`config.mk`:
```
export PLATFORM = sky130hd
export DESIGN_NAME = wb_arb2
export DESIGN_NICKNAME = d
export VERILOG_FILES = /design/src/rtl/wb_arb2.sv
export SDC_FILE = /design/constraint.sdc
export NUM_CORES = 1
export LEC_CHECK = 0
export CAP_MARGIN = 20
export CELL_PAD_IN_SITES_DETAIL_PLACEMENT = 0
export CELL_PAD_IN_SITES_GLOBAL_PLACEMENT = 1
export CORE_AREA = 2 2 132 134
export CTS_CLUSTER_SIZE = 28
export DETAILED_ROUTE_END_ITERATION = 10
export DIE_AREA = 0 0 134 136
export PLACE_DENSITY_LB_ADDON = 0.1
export SLEW_MARGIN = 10
export SYNTH_ARGS = -nofsm -noshare
export SYNTH_HDL_FRONTEND = slang
export SYNTH_SLANG_ARGS = --single-unit
```
`constraint.sdc`:
```
create_clock -name clk_i -period 3.5 [get_ports clk_i]
set_clock_uncertainty 0.1 [all_clocks]
set_input_delay 1.05 -clock clk_i [delete_from_list [all_inputs] [get_ports clk_i]]
set_output_delay 1.05 -clock clk_i [all_outputs]
set_load 0.01 [all_outputs]
```
`src/rtl/wb_arb2.sv`:
```
// wb_arb2: two-master, one-slave Wishbone B3 round-robin arbiter with a registered grant.
// Define WB_ARB_TIMEOUT_EN to add the unanswered-strobe watchdog that answers with a bus error.
module wb_arb2 #(
    parameter int AW      = 32,
    parameter int DW      = 32,
    parameter int TIMEOUT = 255
) (
    input  logic            clk_i,
    input  logic            rst_i,
    input  logic [AW-1:0]   m0_adr_i,
    input  logic [DW-1:0]   m0_dat_i,
    output logic [DW-1:0]   m0_dat_o,
    input  logic [DW/8-1:0] m0_sel_i,
    input  logic            m0_we_i,
    input  logic            m0_cyc_i,
    input  logic            m0_stb_i,
    input  logic [2:0]      m0_cti_i,
    input  logic [1:0]      m0_bte_i,
    output logic            m0_ack_o,
    output logic            m0_err_o,
    output logic            m0_rty_o,
    input  logic [AW-1:0]   m1_adr_i,
    input  logic [DW-1:0]   m1_dat_i,
    output logic [DW-1:0]   m1_dat_o,
    input  logic [DW/8-1:0] m1_sel_i,
    input  logic            m1_we_i,
    input  logic            m1_cyc_i,
    input  logic            m1_stb_i,
    input  logic [2:0]      m1_cti_i,
    input  logic [1:0]      m1_bte_i,
    output logic            m1_ack_o,
    output logic            m1_err_o,
    output logic            m1_rty_o,
    output logic [AW-1:0]   s_adr_o,
    output logic [DW-1:0]   s_dat_o,
    input  logic [DW-1:0]   s_dat_i,
    output logic [DW/8-1:0] s_sel_o,
    output logic            s_we_o,
    output logic            s_cyc_o,
    output logic            s_stb_o,
    output logic [2:0]      s_cti_o,
    output logic [1:0]      s_bte_o,
    input  logic            s_ack_i,
    input  logic            s_err_i,
    input  logic            s_rty_i,
    output logic [1:0]      gnt_o
);

    localparam logic [1:0] ST_IDLE = 2'd0;
    localparam logic [1:0] ST_G0   = 2'd1;
    localparam logic [1:0] ST_G1   = 2'd2;

    if (TIMEOUT < 2 || TIMEOUT > 65535) begin : g_bad_timeout
        $error("wb_arb2: TIMEOUT must lie in 2..65535");
    end

    logic [1:0] state_q, state_d;
    logic       last_q, last_d;
    logic       g0, g1;
    logic       cyc_g, stb_g;
    logic       timeout;

    // NOTE: every variable written here gets a default first, so no latch is inferred.
    always_comb begin
        state_d = state_q;
        last_d  = last_q;
        case (state_q)
            ST_IDLE: begin
                if (m0_cyc_i && m1_cyc_i) state_d = last_q ? ST_G0 : ST_G1;
                else if (m0_cyc_i)        state_d = ST_G0;
                else if (m1_cyc_i)        state_d = ST_G1;
            end
            ST_G0:   if (!m0_cyc_i) state_d = m1_cyc_i ? ST_G1 : ST_IDLE;
            ST_G1:   if (!m1_cyc_i) state_d = m0_cyc_i ? ST_G0 : ST_IDLE;
            default: state_d = ST_IDLE;
        endcase
        if (state_d == ST_G0 && state_q != ST_G0) last_d = 1'b0;
        if (state_d == ST_G1 && state_q != ST_G1) last_d = 1'b1;
    end

    // NOTE: sequential state uses non-blocking assignments so every flop samples pre-edge values.
    always_ff @(posedge clk_i or negedge rst_i) begin
        if (!rst_i) begin
            state_q <= ST_IDLE;
            last_q  <= 1'b1;
        end else begin
            state_q <= state_d;
            last_q  <= last_d;
        end
    end

    assign g0    = (state_q == ST_G0);
    assign g1    = (state_q == ST_G1);
    assign gnt_o = {g1, g0};

    // A strobe only counts while its own CYC is asserted.
    assign cyc_g = (g0 & m0_cyc_i) | (g1 & m1_cyc_i);
    assign stb_g = (g0 & m0_cyc_i & m0_stb_i) | (g1 & m1_cyc_i & m1_stb_i);

`ifdef WB_ARB_TIMEOUT_EN
    logic [15:0] wd_q, wd_d;
    logic        resp;

    assign resp    = s_ack_i | s_err_i | s_rty_i;
    assign timeout = stb_g && (wd_q == 16'(TIMEOUT));

    always_comb begin
        wd_d = wd_q;
        if (resp || timeout || (state_d != state_q)) wd_d = '0;
        else if (stb_g)                               wd_d = wd_q + 16'd1;
    end

    always_ff @(posedge clk_i or negedge rst_i) begin
        if (!rst_i) wd_q <= '0;
        else        wd_q <= wd_d;
    end
`else
    assign timeout = 1'b0;
`endif

    // Master 0 owns the shared bus lines whenever master 1 is not granted.
    assign s_adr_o = g1 ? m1_adr_i : m0_adr_i;
    assign s_dat_o = g1 ? m1_dat_i : m0_dat_i;
    assign s_sel_o = g1 ? m1_sel_i : m0_sel_i;
    assign s_we_o  = g1 ? m1_we_i  : m0_we_i;
    assign s_cti_o = g1 ? m1_cti_i : m0_cti_i;
    assign s_bte_o = g1 ? m1_bte_i : m0_bte_i;
    assign s_cyc_o = cyc_g & ~timeout;
    assign s_stb_o = stb_g & ~timeout;

    // Responses reach a master only while it still holds CYC; late acks after abandon are dropped.
    assign m0_ack_o = g0 & m0_cyc_i & s_ack_i & ~timeout;
    assign m0_rty_o = g0 & m0_cyc_i & s_rty_i & ~timeout;
    assign m0_err_o = g0 & m0_cyc_i & (s_err_i | timeout);
    assign m1_ack_o = g1 & m1_cyc_i & s_ack_i & ~timeout;
    assign m1_rty_o = g1 & m1_cyc_i & s_rty_i & ~timeout;
    assign m1_err_o = g1 & m1_cyc_i & (s_err_i | timeout);

    assign m0_dat_o = s_dat_i;
    assign m1_dat_o = s_dat_i;

endmodule

```
==> run_results.csv, run 1 <==
group,metric,value,unit
yosys,synth.distinct_cells,22,
sta,relSlewSlack,76.2,%
power,peakVddDrop,193,uV
power,switching_share,31.2,%
sta,period_needed,3.44,ns
global_routing,grt_use_total,7.84,%
die,die-area,18200,sq um
hold_path,worstHoldStart,"last_q$_DFFE_PN1P_",
global_routing,grt_pass1_wl,11.1,mm
route,drc,0,
clock_tree,cts_setup_buffers,0,
power,clockPowerShare,17.9,%
power,intPower,689,uW
worst_setup_path,worstSetupStartpoint,"m0_cyc_i",
clock_tree,path_clk_slew,0.03,ns
placed_design,port_buffers,240,
worst_setup_path,slowest_stage,"clkdlybuf4s50_1",
clock_tree,clockBufferDepth,2,
route,drtPass1Iterations,4,
worst_setup_path,crit_top_cell,"clkdlybuf4s50_1",
worst_setup_path,crit_chain,"clkdlybuf4s50_1 > and2_1 > a21o_1 > clkdlybuf4s50_1",
sta,rsz0062_at_grt,"no",
clock_tree,clkSinkCount,3,
global_routing,antenna_found_initial,0,
die,die_h,136,um
sta,finalSetupTns,0,ns
die,rows,48,
hold_path,hold_path.class,"register to register",
power,seqPwrFrac,6.3,%
sta,fmax,291,MHz
power,leakage,0.00150,uW
layout,drive_gt1_share,3.14,%
die,core_region_area,16900,sq um
power,p_comb_share,75.8,%
route,finalWirelength,7.99,mm
placed_design,placed_cell_area,3800,sq um
yosys,syn_area,1670,sq um
yosys,synthFlopType,"dfrtp_1",
clock_tree,htreeDepth,1,
global_routing,grt_max_degree,56,
placed_design,routabilityCongestion,0.715,
clock_tree,clock_latency,0.22,ns
yosys,synth-seq-cells,3,
yosys,synth_edf_count,0,
sta,fin_ws,0.0594,ns
placed_design,dpl.hpwl,6.86,mm
worst_setup_path,worstPathArrival,2.29,ns
worst_setup_path,start_kind,"primary input",
layout,finish.instance_area,3890,sq um
clock_tree,cts_tree,"yes",
global_routing,overflow,0,
route,viasPerCell,3.29,
route,routedWlPerCell,13.9,um
route,final_antenna_net_count,0,
die,initial_core_util,9.91,%
sta,worstMarginPinSlew,0.358,ns
clock_tree,cts_hold_buffers,0,
worst_setup_path,slowest_delay,0.54,ns
power,cellPowerDensity,258,nW/um^2
yosys,yosysWarnings,0,
job,drv_cap,0,
route,drt_iter0_drc,31,
sta,post-route-period-util,98.3,%
worst_setup_path,reg2reg_from,"state_q[0]$_DFF_PN0_",
yosys,syn_inst,176,
placed_design,place_ws,-0.0113,ns
yosys,avgSynthCellArea,9.50,sq um
global_routing,grt_pass1_vias,1964,
layout,nets,540,
power,switchingPower,313,uW
worst_setup_path,end_kind,"primary output",
layout,syn2layout_area_growth,133,%
status,status,"completed",
route,vias,1893,
worst_setup_path,worst_ep_required_time,2.35,ns
yosys,syn_nets,365,
layout,diodes,0,
clock_tree,numCtsBuffers,3,
sta,finalSetupViolCount,0,
worst_setup_path,critPathKind,"primary input to primary output",
sta,finalHoldViolCount,0,
clock_tree,cts_root_buffer,"clkbuf_16",
worst_setup_path,critPathMaxFanout,2,
die,pin_count,337,
yosys,ys_seq_area_share,4.57,%
sta,drv_slew,0,
die,die_w,134,um
yosys,async_flop_share,100,%
critical path, delay by kind of cell:
| kind | cells | cell delay, ns |
|---|---|---|
| AOI/OAI and AO/OA | 1 | 0.08 |
| buffers and inverters | 2 | 1.01 |
| and+or+nand+nor | 1 | 0.15 |
power groups by stage:
| stage | Combinational [uW] | Clock, uW | Sequential [uW] |
|---|---|---|---|
| after floorplan | 407 | 0 | 59.8 |
| after global placement | 783 | 0 | 63.7 |
| after detailed placement | 778 | 0 | 63.3 |
| after CTS | 782 | 183 | 62.9 |
| after global routing | 816 | 186 | 65.4 |
| final | 760 | 179 | 62.9 |
cell usage in the layout (no fill, tap or decap):
| cell | Yosys | final |
|---|---|---|
| a21o_1 | 1 | 1 |
| a21oi_1 | 2 | 2 |
| a32o_1 | 1 | 1 |
| and2_1 | 1 | 1 |
| and2b_1 | 1 | 1 |
| and3_1 | 6 | 6 |
| buf_12 | 0 | 1 |
| buf_4 | 66 | 4 |
| clkbuf_1 | 1 | 1 |
| clkbuf_16 | 0 | 3 |
| clkdlybuf4s50_1 | 0 | 234 |
| dfrtp_1 | 2 | 2 |
| dfstp_2 | 1 | 1 |
| dlygate4sd2_1 | 0 | 1 |
| dlymetal6s2s_1 | 0 | 5 |
| inv_1 | 1 | 1 |
| inv_2 | 1 | 1 |
| mux2_1 | 74 | 74 |
| nand3_1 | 2 | 2 |
| nor2_1 | 3 | 3 |
| nor2_8 | 1 | 1 |
| nor4b_1 | 1 | 1 |
| o21a_1 | 1 | 1 |
| o21ai_0 | 1 | 1 |
| o22a_1 | 1 | 1 |
metrics by stage:
step                power [uW]  utilization [%]  instances  hold slack [ns]
global placement           847             22.5        571            0.437
finish                    1000             23.1        575            0.424
global route              1070             23.1        575            0.469
CTS                       1030             23.0        575            0.435
detailed placement         841             22.5        571            0.432
floorplan                  467                -        176            0.394
cell families (layout without fill, tap and decap cells):
kind of cell           count (synthesis)  count (layout)  share of synthesized area (%)
AND/OR/NAND/NOR                       15              15                           6.06
AO/OA/AOI/OAI                          7               7                           2.92
multiplexers                          74              74                           49.9
flip-flops                             3               3                           4.57
buffers and inverters                 77             251                           36.6
path summary, 6_finish.rpt:
| kind | end | slack [ns] | cells after the start |
|---|---|---|---|
| worst max-delay path | s_cyc_o | 0.06 | 4 |
| worst min-delay path | last_q$_DFFE_PN1P_ | 0.42 | 2 |
| worst min register to register | last_q$_DFFE_PN1P_ | 0.42 | 2 |
| max in group asynchronous | last_q$_DFFE_PN1P_ | 2.17 | 1 |
| min in group asynchronous | state_q[1]$_DFF_PN0_ | 0.91 | 1 |
| worst max register to register | last_q$_DFFE_PN1P_ | 2.39 | 3 |
sequential cells by signal (all words and copies together), names as in the netlist:
| name | cells |
|---|---|
| state_q | 2 |
| last_q | 1 |
timing repair:
item | 4_1_cts | 5_1_grt
gates cloned | 0 | 0
gates resized for setup | 1 | 5
setup endpoints to repair | 1 | 7
Yosys cell counts (2+ instances only):
master / instances / area [sq um]
dfrtp_1: 2 / 50.1
buf_6: 4 / 45.0
nor2_1: 3 / 11.3
mux2_1: 74 / 833
a21oi_1: 2 / 10.0
nand3_1: 2 / 10.0
and3_1: 6 / 37.5
buf_8: 4 / 60.1
buf_4: 66 / 495
cell type report:
cell class                 instances  area (sq um)
clock buffer                       4          78.8
fill                            1822         13000
inverter                           2          7.51
multi-input combinational         96           983
sequential                         3          76.3
tap                              225           282
timing repair buffer             245          2460
routing by layer:
| layer | global-route usage (%) | share of wire (%) |
|---|---|---|
| met1 | 8.00 | 35 |
| met2 | 14.7 | 51 |
| met3 | 3.43 | 13 |
| met4 | 1.77 | 0.88 |
| met5 | 0 | 0 |
No activity file was read; power rests on OpenSTA's default activity.
==> run 2: changes to the inputs <==
Settings changed: CELL_PAD_IN_SITES_DETAIL_PLACEMENT 0 to 1, CELL_PAD_IN_SITES_GLOBAL_PLACEMENT 1 to 2, CORE_AREA 2 2 132 134 to default, CORE_MARGIN from default to 2, CORE_UTILIZATION from default to 10, DIE_AREA 0 0 134 136 to default.
==> run 2 against run 1 <==
Compared with the run above: combinational power rose by 2%; largest cell class unchanged; largest power group unchanged; core utilization rose by 0.68 points; critical path depth decreased by 1; cell area up 0.45%; clock power grew 3%; non-clock buffer count grew 1; flip-flop and latch count unchanged; sequential share of layout area about the same.
==> run_results.csv, run 2 (synthesis gave the netlist of run 1 again) <==
group,metric,value,unit
status,status,"completed",
worst_setup_path,end_kind,"primary output",
sta,finalHoldViolCount,0,
placed_design,place_ws,0.00553,ns
worst_setup_path,r2r_cells,3,
worst_setup_path,worstReg2RegEnd,"last_q$_DFFE_PN1P_",
layout,syn2layout_area_growth,134,%
sta,fin_ws,0.0793,ns
clock_tree,cts_hold_buffers,0,
worst_setup_path,critPathKind,"primary input to primary output",
power,p_comb_share,75.8,%
clock_tree,path_clk_slew,0.03,ns
sta,rsz0062_at_grt,"no",
worst_setup_path,reg2reg_from,"state_q[0]$_DFF_PN0_",
placed_design,dpl.hpwl,8.03,mm
power,cellPowerDensity,262,nW/um^2
global_routing,grt_pass1_wl,13.2,mm
sta,post-route-period-util,97.7,%
global_routing,antenna_found_initial,1,
global_routing,grt_max_degree,33,
power,clockPowerShare,17.9,%
layout,regMostFlops,"state_q",
placed_design,routabilityCongestion,0.706,
die,die_w,133,um
hold_path,hold-path-cell-count,2,
sta,drv_slew,0,
sta,finalSetupTns,0,ns
clock_tree,clkSinkCount,3,
layout,largest_reg_flops,2,
clock_tree,clockBufferDepth,2,
hold_path,worstHoldStart,"last_q$_DFFE_PN1P_",
route,drt_iter0_drc,21,
placed_design,port_buffers,240,
worst_setup_path,critPathMaxFanout,1,
layout,diodes,0,
global_routing,met3_usage,3.39,%
worst_setup_path,path_buf_inv,2,
clock_tree,htreeDepth,1,
die,rows,47,
route,drtPass1Iterations,2,
sta,fmax,292,MHz
route,vias,1916,
route,routedWlPerCell,15.9,um
worst_setup_path,worstPathArrival,2.27,ns
hold_path,hold_path_end,"last_q$_DFFE_PN1P_",
worst_setup_path,slowest_delay,0.51,ns
worst_setup_path,worst_ep_required_time,2.35,ns
hold_path,hold_path.class,"register to register",
die,pin_count,337,
route,viasPerCell,3.36,
die,core_region_area,16500,sq um
global_routing,grt_use_total,9.56,%
layout,nets,541,
power,switchingPower,326,uW
die,die-area,17800,sq um
route,final_antenna_net_count,0,
die,initial_core_util,10.2,%
worst_setup_path,start_kind,"primary input",
worst_setup_path,crit_chain,"clkdlybuf4s50_1 > mux2_1 > clkdlybuf4s50_1",
global_routing,gr-max-usage-layer,"met2",
layout,drive_gt1_share,3.42,%
power,seqPwrFrac,6.3,%
sta,hold_ws,0.454,ns
sta,relSlewSlack,76.7,%
clock_tree,numCtsBuffers,3,
die,die_h,133,um
job,drv_cap,0,
worst_setup_path,slowest_stage,"clkdlybuf4s50_1",
power,leakage,0.00152,uW
layout,finish.instance_area,3910,sq um
layout,final_cell_mix,"234 x clkdlybuf4s50_1, 74 x mux2_1, 6 x and3_1, 6 x dlymetal6s2s_1, 4 x buf_4",
layout,top_regs,"state_q (2), last_q (1)",
worst_setup_path,cp_top_family,"buffers and inverters",
global_routing,grt_use_met1,10.2,%
placed_design,placed_cell_area,3810,sq um
layout,final_common_cell,"clkdlybuf4s50_1",
sta,finalSetupViolCount,0,
power,peakVddDrop,253,uV
clock_tree,clock_latency,0.23,ns
clock_tree,cts_tree,"yes",
sta,worstMarginPinSlew,0.349,ns
power,switching_share,31.8,%
worst_setup_path,crit_top_cell,"clkdlybuf4s50_1",
sta,period_needed,3.42,ns
route,drc,0,
power,total_power,1020,uW
global_routing,use_met2,18.1,%
power,intPower,698,uW
worst_setup_path,reg2reg_setup_slack,2.36,ns
route,finalWirelength,9.10,mm
global_routing,grt_pass1_vias,2083,
clock_tree,cts_root_buffer,"clkbuf_16",
global_routing,overflow,0,
-- run 2: cell count changes in the layout (fill, tap and decap cells not counted) --
cell            previous run  this run
buf_12                     1         2
dlygate4sd2_1              1         0
dlymetal6s2s_1             5         6
-- run 2: per-layer routing --
layer  share of wire (%)  vias to the layer above  routed length [um]
met3                  11                       19                1000
met4                 1.4                        2                 131
li1                    -                      895                   -
met5                0.14                        -                  13
met2                  51                      147                4640
met1                  36                      853                3310
-- run 2: worst max path at each step --
stage | from | end | slack [ns] | depth (start not counted)
finish | m0_dat_i[21] | s_dat_o[21] | 0.08 | 3
global route | m1_dat_i[14] | s_dat_o[14] | 0.03 | 3
CTS | m1_cyc_i | s_stb_o | 0.003 | 3
detailed placement | m1_cyc_i | s_stb_o | 0.006 | 3
global placement | m0_cyc_i | s_stb_o | -0.01 | 4
floorplan | m1_cyc_i | s_stb_o | 0.84 | 2
-- run 2: final cells by class --
| class | count | area [sq um] |
|---|---|---|
| flip-flops and latches | 3 | 76.3 |
| repair buffers | 246 | 2490 |
| clock buffers | 4 | 78.8 |
| fillers | 1915 | 12600 |
| well taps | 220 | 275 |
| inverters | 2 | 7.51 |
| multi-input cells | 96 | 983 |
-- run 2: repair_timing --
item                                    CTS  global route
resized for setup                         0             6
hold endpoints to repair                  0             0
endpoints found under the setup margin    0             8
buffers inserted                          0             0
-- run 2: tightest hold or removal path, stage by stage (launching register included) --
cell     delay [ns]
dfstp_2        0.38
o21ai_0        0.07
nand3_1        0.08
-- run 2: power groups by stage --
stage | Sequential (uW) | Combinational (uW) | Clock (uW)
after floorplan | 59.8 | 407 | 0
after global placement | 63.9 | 795 | 0
after detailed placement | 63.8 | 795 | 0
after CTS | 63.8 | 800 | 185
after global routing | 65.4 | 835 | 191
final | 64.1 | 777 | 184
-- run 2: per-stage QoR --
stage,instances,util [%]
floorplan,176,-
global placement,567,23.2
detailed placement,567,23.2
CTS,571,23.6
global route,571,23.7
finish,571,23.7
